$ cat config.mk
export PLATFORM = sky130hd
export DESIGN_NAME = fb_scheduler
export DESIGN_NICKNAME = d
export VERILOG_FILES = /design/src/rtl/fb_pkg.sv /design/src/rtl/fb_row_addr.sv /design/src/rtl/fb_scheduler.sv
export SDC_FILE = /design/constraint.sdc
export NUM_CORES = 1
export LEC_CHECK = 0
export ABC_CLOCK_PERIOD_IN_PS = 4500
export BUFFER_PORTS_ARGS = -buffer_cell sky130_fd_sc_hd__buf_2
export CAP_MARGIN = 20
export CELL_PAD_IN_SITES_DETAIL_PLACEMENT = 0
export CELL_PAD_IN_SITES_GLOBAL_PLACEMENT = 1
export CORE_ASPECT_RATIO = 0.8
export CORE_UTILIZATION = 41
export DETAILED_ROUTE_END_ITERATION = 10
export PLACE_DENSITY = 0.83
export SLEW_MARGIN = 10
export SYNTH_ARGS = -nofsm -noshare
export SYNTH_HDL_FRONTEND = slang
export SYNTH_HIERARCHICAL = 1
export SYNTH_SLANG_ARGS = --single-unit
$ cat constraint.sdc
create_clock -name clk -period 4.5 [get_ports clk]
set_input_delay 0.9 -clock clk [delete_from_list [all_inputs] [get_ports clk]]
set_output_delay 0.9 -clock clk [all_outputs]
set_load 0.05 [all_outputs]
$ cat src/rtl/fb_pkg.sv
// Shared constants for the waterfall frame buffer: geometry, widths and the
// scheduler state encodings.
package fb_pkg;

  localparam int H_RES  = 320;
  localparam int V_RES  = 240;
  localparam int ADDR_W = 17;
  localparam int DATA_W = 8;
  localparam int PIXELS = H_RES * V_RES;

  localparam logic [1:0] ST_CLEAR    = 2'd0;
  localparam logic [1:0] ST_VIDEO    = 2'd1;
  localparam logic [1:0] ST_WRITE    = 2'd2;
  localparam logic [1:0] ST_WAIT_END = 2'd3;

endpackage

$ cat src/rtl/fb_row_addr.sv
// Frame buffer address generator: wraps (row + offset) into 0..V_RES-1 and
// returns wrapped_row*H_RES + col.
//   row    in  8       unscrolled row index
//   offset in  8       circular row offset (0..V_RES-1)
//   col    in  9       column index
//   addr   out ADDR_W  linear RAM address
module fb_row_addr
  import fb_pkg::*;
(
  input  logic [7:0]        row,
  input  logic [7:0]        offset,
  input  logic [8:0]        col,
  output logic [ADDR_W-1:0] addr
);

  logic [8:0]        sum;
  logic [8:0]        sum_wrapped;
  logic [ADDR_W-1:0] row_ext;

  always_comb begin
    sum = {1'b0, row} + {1'b0, offset};
    // both operands are below V_RES, so one subtraction always suffices
    if (sum >= 9'(V_RES)) sum_wrapped = sum - 9'(V_RES);
    else                  sum_wrapped = sum;
    row_ext = ADDR_W'(sum_wrapped);
    // row*320 as row*256 + row*64
    addr = (row_ext << 8) + (row_ext << 6) + ADDR_W'(col);
  end

endmodule

$ cat src/rtl/fb_scheduler.sv
// Frame buffer scheduler: sole owner of the single-port frame buffer RAM,
// time-sharing it between the clear engine, the scrolled LCD read path and
// the waterfall line writer.
//   clk, reset               pixel clock, async active-high reset
//   visible, lower_blank, x, y   LCD driver timing and position
//   clear_req                single-cycle full clear request
//   wr_valid/wr_data/wr_last/wr_ready   line writer stream
//   ram_addr/ram_wdata/ram_we           registered RAM port
//   y_offset                 row shown at the top of the screen
//   busy                     high while clearing
//   line_err                 sticky line writer error
//
// state    | meaning
// ---------+------------------------------------------------------------
// CLEAR    | write zero to every pixel, one per cycle
// VIDEO    | RAM serves the LCD read path; waits for the scroll frame
// WRITE    | accepting the new row during lower blanking
// WAIT_END | row done, waiting for lower blanking to end
module fb_scheduler
  import fb_pkg::*;
#(
  parameter int SCROLL_DIV = 4
) (
  input  logic              clk,
  input  logic              reset,
  input  logic              visible,
  input  logic              lower_blank,
  input  logic [8:0]        x,
  input  logic [7:0]        y,
  input  logic              clear_req,
  input  logic              wr_valid,
  input  logic [DATA_W-1:0] wr_data,
  input  logic              wr_last,
  output logic              wr_ready,
  output logic [ADDR_W-1:0] ram_addr,
  output logic [DATA_W-1:0] ram_wdata,
  output logic              ram_we,
  output logic [7:0]        y_offset,
  output logic              busy,
  output logic              line_err
);

  localparam int                FC_W     = (SCROLL_DIV > 1) ? $clog2(SCROLL_DIV) : 1;
  localparam logic [FC_W-1:0]   FC_LAST  = FC_W'(SCROLL_DIV - 1);
  localparam logic [ADDR_W-1:0] CLR_LAST = ADDR_W'(PIXELS - 1);
  localparam logic [8:0]        COL_LAST = 9'(H_RES - 1);
  localparam logic [7:0]        ROW_LAST = 8'(V_RES - 1);

  logic [1:0]        state;
  logic [1:0]        next_state;
  logic [ADDR_W-1:0] clr_addr;
  logic [8:0]        col;
  logic [7:0]        wrow;
  logic [FC_W-1:0]   frame_cnt;
  logic              lb_d;
  logic              clear_pend;

  logic              lb_rise;
  logic              beat;
  logic              clear_go;
  logic              frame_wrap;
  logic [ADDR_W-1:0] rd_addr;
  logic [ADDR_W-1:0] wr_addr;

  fb_row_addr u_rd_addr (
    .row    (y),
    .offset (y_offset),
    .col    (x),
    .addr   (rd_addr)
  );

  // wrow is always in range, so a zero offset makes the wrap a no-op
  fb_row_addr u_wr_addr (
    .row    (wrow),
    .offset (8'd0),
    .col    (col),
    .addr   (wr_addr)
  );

  always_comb begin
    lb_rise    = lower_blank & ~lb_d;
    // a beat offered in the cycle blanking ends is refused: video wins
    beat       = (state == ST_WRITE) && lower_blank && wr_valid && wr_ready;
    clear_go   = clear_pend | clear_req;
    frame_wrap = lb_rise && (frame_cnt == FC_LAST);
    next_state = state;
    case (state)
      ST_CLEAR:    if (!clear_req && clr_addr == CLR_LAST) next_state = ST_VIDEO;
      ST_VIDEO:    if (clear_go)        next_state = ST_CLEAR;
                   else if (frame_wrap) next_state = ST_WRITE;
      ST_WRITE:    if (!lower_blank)    next_state = ST_VIDEO;
                   else if (beat && col == COL_LAST) next_state = ST_WAIT_END;
      ST_WAIT_END: if (!lower_blank)    next_state = ST_VIDEO;
      default:     next_state = ST_CLEAR;
    endcase
  end

  always_ff @(posedge clk or posedge reset) begin
    if (reset) begin
      state      <= ST_CLEAR;
      clr_addr   <= '0;
      col        <= '0;
      wrow       <= '0;
      frame_cnt  <= '0;
      lb_d       <= 1'b0;
      clear_pend <= 1'b0;
      ram_addr   <= '0;
      ram_wdata  <= '0;
      ram_we     <= 1'b0;
      y_offset   <= '0;
      busy       <= 1'b1;
      line_err   <= 1'b0;
      wr_ready   <= 1'b0;
    end else begin
      state     <= next_state;
      lb_d      <= lower_blank;
      wr_ready  <= (next_state == ST_WRITE);
      // busy covers the last clear write, dropping together with ram_we
      busy      <= (state == ST_CLEAR) || (next_state == ST_CLEAR);
      ram_we    <= 1'b0;
      ram_wdata <= '0;
      ram_addr  <= visible ? rd_addr : '0;

      if (next_state == ST_CLEAR)  clear_pend <= 1'b0;
      else if (clear_req)          clear_pend <= 1'b1;

      if (next_state == ST_CLEAR && state != ST_CLEAR) begin
        clr_addr <= '0;
        y_offset <= '0;
      end

      case (state)
        ST_CLEAR: begin
          if (clear_req) begin
            clr_addr <= '0;
          end else begin
            ram_addr <= clr_addr;
            ram_we   <= 1'b1;
            clr_addr <= clr_addr + 1'b1;
          end
        end
        ST_VIDEO: begin
          if (!clear_go && lb_rise) begin
            if (frame_wrap) begin
              frame_cnt <= '0;
              col       <= '0;
              wrow      <= (y_offset == 8'd0) ? ROW_LAST : y_offset - 8'd1;
            end else begin
              frame_cnt <= frame_cnt + 1'b1;
            end
          end
        end
        ST_WRITE: begin
          if (!lower_blank) begin
            line_err <= 1'b1;
          end else if (beat) begin
            ram_addr  <= wr_addr;
            ram_wdata <= wr_data;
            ram_we    <= 1'b1;
            col       <= col + 1'b1;
            if (wr_last != (col == COL_LAST)) line_err <= 1'b1;
            if (col == COL_LAST) y_offset <= wrow;
          end
        end
        default: ;
      endcase
    end
  end

endmodule

[Word-level counts from Yosys, hierarchy flattened]
Cells that the tools add are included.
Cells by class
  bitwise logic cells: 3
  reduce and logical (&&, ||, !) cells: 22
  equal/unequal tests: 14
  muxes and demuxes: 41
  magnitude comparators: 2
  add/subtract/negate cells: 11
Operators with widths (count)
  17-bit 2-to-1 mux: 7
  8-bit 2-to-1 mux: 9
  9-bit 2-to-1 mux: 6
  17-bit by 15-bit adder with 17-bit output: 2
  17-bit by 9-bit adder with 17-bit output: 2
  17-bit one-hot mux with 2 select lines: 1
  9-bit one-hot mux with 2 select lines: 1
  17-bit by 1-bit adder with 17-bit output, second input constant: 1
  17-bit equality test, second input constant: 1
  2-bit 2-to-1 mux: 7
  8-bit by 8-bit adder with 9-bit output: 1
  9-bit by 1-bit adder with 9-bit output, second input constant: 1
  9-bit equality test, second input constant: 1
  9-bit by 8-bit greater-or-equal comparator with 1-bit output, second input constant: 1
  8-bit by 8-bit subtractor with 9-bit output, second input constant: 1
  9-bit by 8-bit subtractor with 9-bit output, second input constant: 1
  2-bit equality test, second input constant: 4
  8-bit greater-or-equal comparator, second input constant: 1
  1-bit logical AND: 8
  8-bit logical NOT: 1
  1-bit 2-to-1 mux: 8
  2-bit inequality test, second input constant: 4
  2-bit one-hot mux with 4 select lines: 1
  2-bit nonzero test: 4
  other kinds (15): 19
Word-level totals
  logic and storage cells: 107
  input port bits: 32
  bits in registers: 77
  output and inout bits: 37

[Depth between registers and ports, before layout]
  depth in word-level cells: 15
  gate-level depth with buffers: 20
  mapped depth without buffers: 20

[Modules after synthesis]
The synthesis kept the hierarchy.
Modules (own cells, without submodules)
  fb_scheduler: times used 1, cells an instance 376, area each 3748.6 µm², seq. area each 1928.1 µm²
  fb_row_addr: times used 2, cells an instance 130, area each 1087.3 µm², seq. area each 0.0 µm²

[Least setup slack after synthesis]
No wires, ideal clock.
  path type: input to register
  start point: input port y[0]
  end point: register ram_addr[16]
  required time: 4.374 ns
  data arrival time: 4.788 ns
  slack: -0.414 ns
  cell stages on the path: 19
  library setup time: 0.126 ns
  path buffers: 0
  cells stage by stage: ha_1 > fa_1 > a21o_2 > a21oi_1 > xnor2_1 > ha_1 > nor4b_1 > o21a_1 > a21oi_1 > o22ai_1 > ha_1 > ha_1 > o21ai_0 > o21bai_1 > a21oi_1 > o21bai_1 > a221oi_1 > xnor2_1 > a221o_1
On the way
  cells in the longest elaborated chain, start to end: 9
  elaborated cells on any way between the ends: 11
  those cells by class: add/sub: 4; order compare: 1; mux: 6
RTL lines
  start, declared: line fb_scheduler.sv:29  | input logic [7:0] y,
  8-bit by 8-bit adder with 9-bit output (*): line fb_row_addr.sv:21  | sum = {1'b0, row} + {1'b0, offset};
  9-bit by 8-bit subtractor with 9-bit output or 9-bit by 8-bit greater-or-equal comparator with 1-bit output (tied branches): line fb_row_addr.sv:23  | if (sum >= 9'(V_RES)) sum_wrapped = sum - 9'(V_RES);
  9-bit 2-to-1 mux (*): line fb_row_addr.sv:23
  17-bit by 15-bit adder with 17-bit output (*): line fb_row_addr.sv:27  | addr = (row_ext << 8) + (row_ext << 6) + ADDR_W'(col);
  17-bit by 9-bit adder with 17-bit output (*): line fb_row_addr.sv:27
  named net rd_addr[16]: line fb_scheduler.sv:62  | logic [ADDR_W-1:0] rd_addr;
  17-bit 2-to-1 mux (*): line fb_scheduler.sv:122  | ram_addr <= visible ? rd_addr : '0;
  17-bit 2-to-1 mux: line fb_scheduler.sv:156  | end else if (beat) begin
  17-bit 2-to-1 mux: line fb_scheduler.sv:154  | if (!lower_blank) begin
  17-bit one-hot mux with 2 select lines (*): line fb_scheduler.sv:132  | case (state)
  end signal, assigned: line fb_scheduler.sv:122
  end signal, assigned: line fb_scheduler.sv:137  | ram_addr <= clr_addr;
  end signal, assigned: line fb_scheduler.sv:157  | ram_addr <= wr_addr;
  end, declared: line fb_scheduler.sv:35  | output logic [ADDR_W-1:0] ram_addr,
The timed path passes the listed nets; every way through them passes the cells marked *.
A chain may end at the register's enable or synchronous reset.

[Worst setup path in the final report]
  start point: input port y[1]
  end point: register ram_addr[15]
Same word-level chain as after synthesis.

==> results.cfg <==
[cells_and_area]
drive_gt1_share_pct = 25.92
antenna_cells = 0
syn2layout_area_growth_pct = 20.72
nets = 827

[yosys]
synth_async_sr_flop_share_pct = 100.0
synth_cell_types = 76
synth_flop_cell = dfrtp_1
ys.warnings.count = 6
syn_area_per_cell_sq_um = 9.313
ys_seq_area_share_pct = 32.55
synth_edf_count = 0
synth.most_common_cell = dfrtp_1
synth_top_area_share_pct = 32.11
synth.area.top_cells = dfrtp_1 32%, ha_1 12%, xnor2_1 3.3%
netlist_instances = 636
netlist_area_sq_mm = 0.005923
ys_top_cells_by_count = 76 x dfrtp_1, 57 x ha_1, 44 x nand2_1
yosysTopAreaCell = dfrtp_1
ys_ff_latch = 77

[floorplan]
die-area_sq_mm = 0.01493
core_sq_mm = 0.01384
fp.dieW_um = 136.4
initial_core_util_pct = 42.81
chipHeight_um = 109.5
pin_count = 69
rows = 38

[power]
p_leak_nw = 3.483
irDropWorstVdd_mv = 0.2107
power_w = 0.002074
combPwrFrac_pct = 30.8
clkPwrFrac_pct = 33.1
p_seq_share_pct = 36.1
switching_share_pct = 34.09
switchingPower_w = 0.0007069
power_density_mw_per_mm2 = 290.0
internal_power_w = 0.001367

[clock_tree]
cts-root-buf = clkbuf_16
cts_buffer_depth = 2
cts_made_buffers = 9
cts_max_level = 3
insertion_delay_ns = 0.35
cts_tree = done
cts.sinks = 77
cts.hold.buffers_added = 0
path_clk_slew_ns = 0.06

[global_routing]
antenna_found_initial = 0
grt_pass1_vias = 5232
gr-total-overflow = 0
grt_max_degree = 53
grt_first_pass_wirelength_mm = 26.29
track_usage_pct = 22.86

[outcome]
status = completed

[critical_path]
cp-end-kind = flip-flop
critPathLaunchType = primary input
path_max_fanout = 5
criticalPathCategory = primary input to flip-flop
rrSetupSlack_ns = 0.17
worstPathArrival_ns = 4.63
worstReg2RegStart = wrow[5]
critPathRequiredTime_ns = 4.73
r2r_cells = 18
rr_endpoint = ram_addr[16]

[drt]
num_vias = 5348
post_drt_wl_per_cell_um = 17.85
drc_errors = 0
viasPerCell = 5.832
drtPass1Iterations = 5
ant_nets = 0
drtIter0Drc = 309
finalWirelength_mm = 16.37

[timing]
worst_slew_pin_slew_ns = 0.9340
hold_slack_ns = 0.4856
hold_violations = 0
timing.final.crit_period_ns = 4.400
fmax_mhz = 227.3
finalCritPeriodShare_pct = 97.78
finalSetupViolCount = 0
max_slew_margin_pct = 37.73
skew_ns = 0.009173
layout_setup_ws_ns = 0.09995
drv_slew = 0

[place]
dp_hpwl_mm = 12.22
io_buffers = 68
place_congestion = 0.8559
place_ws_ns = -0.3611

[min_path]
hold_class = flip-flop to flip-flop
hold_path_end = line_err
hold_depth = 2
worstHoldStart = line_err

[flow_run]
max_cap_violations = 0
[repair_timing]
item,4_1_cts,5_1_grt
endpoints found under the setup margin,2,5
buffers inserted,1,2
pin swaps,4,11
gates resized for setup,0,20
[metal layers]
metal / up-vias / GRT usage, % / part of all wire (%)
met5: - / 0 / 0
met4: 0 / 7.460 / 1.9
met3: 27 / 3.688 / 4.2
met2: 134 / 38.18 / 47
met1: 2640 / 30.17 / 47
li1: 2547 / - / -
[critical path, stage by stage]
cell	delay (ns)
buf_2	0.12
buf_4	0.13
fa_2	0.37
a21o_4	0.24
a21oi_4	0.13
xnor2_2	0.14
ha_2	0.21
nor4b_4	0.18
o21a_2	0.22
or2_2	0.12
a21oi_1	0.05
o22a_1	0.25
ha_4	0.29
ha_4	0.20
nor2b_1	0.13
o21a_1	0.19
o41ai_2	0.29
xnor2_1	0.12
a221o_1	0.33
[layout by cell type (no fill, tap or decap), types with 4 or more instances in the layout]
cell / n
dfrtp_1: 76
buf_2: 68
ha_1: 48
buf_4: 45
nand2_1: 44
a21oi_1: 32
inv_1: 29
nor2_1: 29
o21ai_0: 28
and3_1: 25
nand3_1: 21
xnor2_1: 21
nor3_1: 13
xor2_1: 13
a21o_1: 12
a211oi_1: 12
and2_1: 11
a31oi_1: 11
a221o_1: 9
clkbuf_16: 9
conb_1: 9
o211ai_1: 8
ha_4: 8
nand4_1: 7
o21ai_1: 6
o31ai_1: 6
o21a_1: 6
fa_1: 5
nand2b_1: 4
or2_2: 4
and4_1: 4
nor2b_1: 4
o22ai_1: 4
a41oi_1: 4
[stage by stage]
stage / setup TNS, ns / cells / utilization, % / instance area (sq um)
after floorplan: -0.1332 / 644 / - / 6063
after global placement: -0.9376 / 897 / 48.45 / 6704
after detailed placement: -1.360 / 897 / 48.45 / 6704
after CTS: 0 / 914 / 50.50 / 6987
after global routing: -0.05361 / 917 / 51.68 / 7151
final: 0 / 917 / 51.68 / 7151
[worst max-delay path by stage]
stage | start | end | slack, ns | cells after the start
final | y[1] | ram_addr[15] | 0.1 | 19
after global routing | wrow[5] | ram_addr[16] | -0.03 | 18
after CTS | y[0] | ram_addr[16] | 0.01 | 20
after detailed placement | y[0] | ram_addr[16] | -0.36 | 20
after global placement | y[0] | ram_addr[16] | -0.26 | 20
after floorplan | y[0] | ram_addr[16] | -0.08 | 19
[power by group through the flow]
stage	clock (W)	combinational (W)	sequential, W
after floorplan	0	0.000371	0.000819
after global placement	0	0.000578	0.000760
after detailed placement	0	0.000594	0.000759
after CTS	0.000699	0.000603	0.000748
after global routing	0.000727	0.000694	0.000753
final	0.000687	0.000639	0.000748
[state kept, by name, summed over array words and instances (netlist names), 2 cells and up]
signal / count
clr_addr: 17
ram_addr: 17
y_offset: 8
frame_cnt: 2
col: 9
wrow: 8
ram_wdata: 8
state: 2
[final cells by class]
class | instances | area, sq um
Tap cell | 180 | 225.2
Clock inverter | 6 | 46.29
Multi-Input combinational cell | 500 | 3926
Timing Repair Buffer | 113 | 678.2
Clock buffer | 10 | 229.0
Sequential cell | 77 | 1928
Fill cell | 1303 | 6685
Inverter | 31 | 117.6
[cell families after synthesis]
logic type / share of synthesized area, %
buf+inv: 5.915
fa+ha+maj: 14.07
mux: 0.7182
simple gates: 18.67
other cells: 0.06331
flops: 32.55
compound gates: 22.29
xor+xnor: 5.724
No activity file was read; power rests on OpenSTA's default activity.
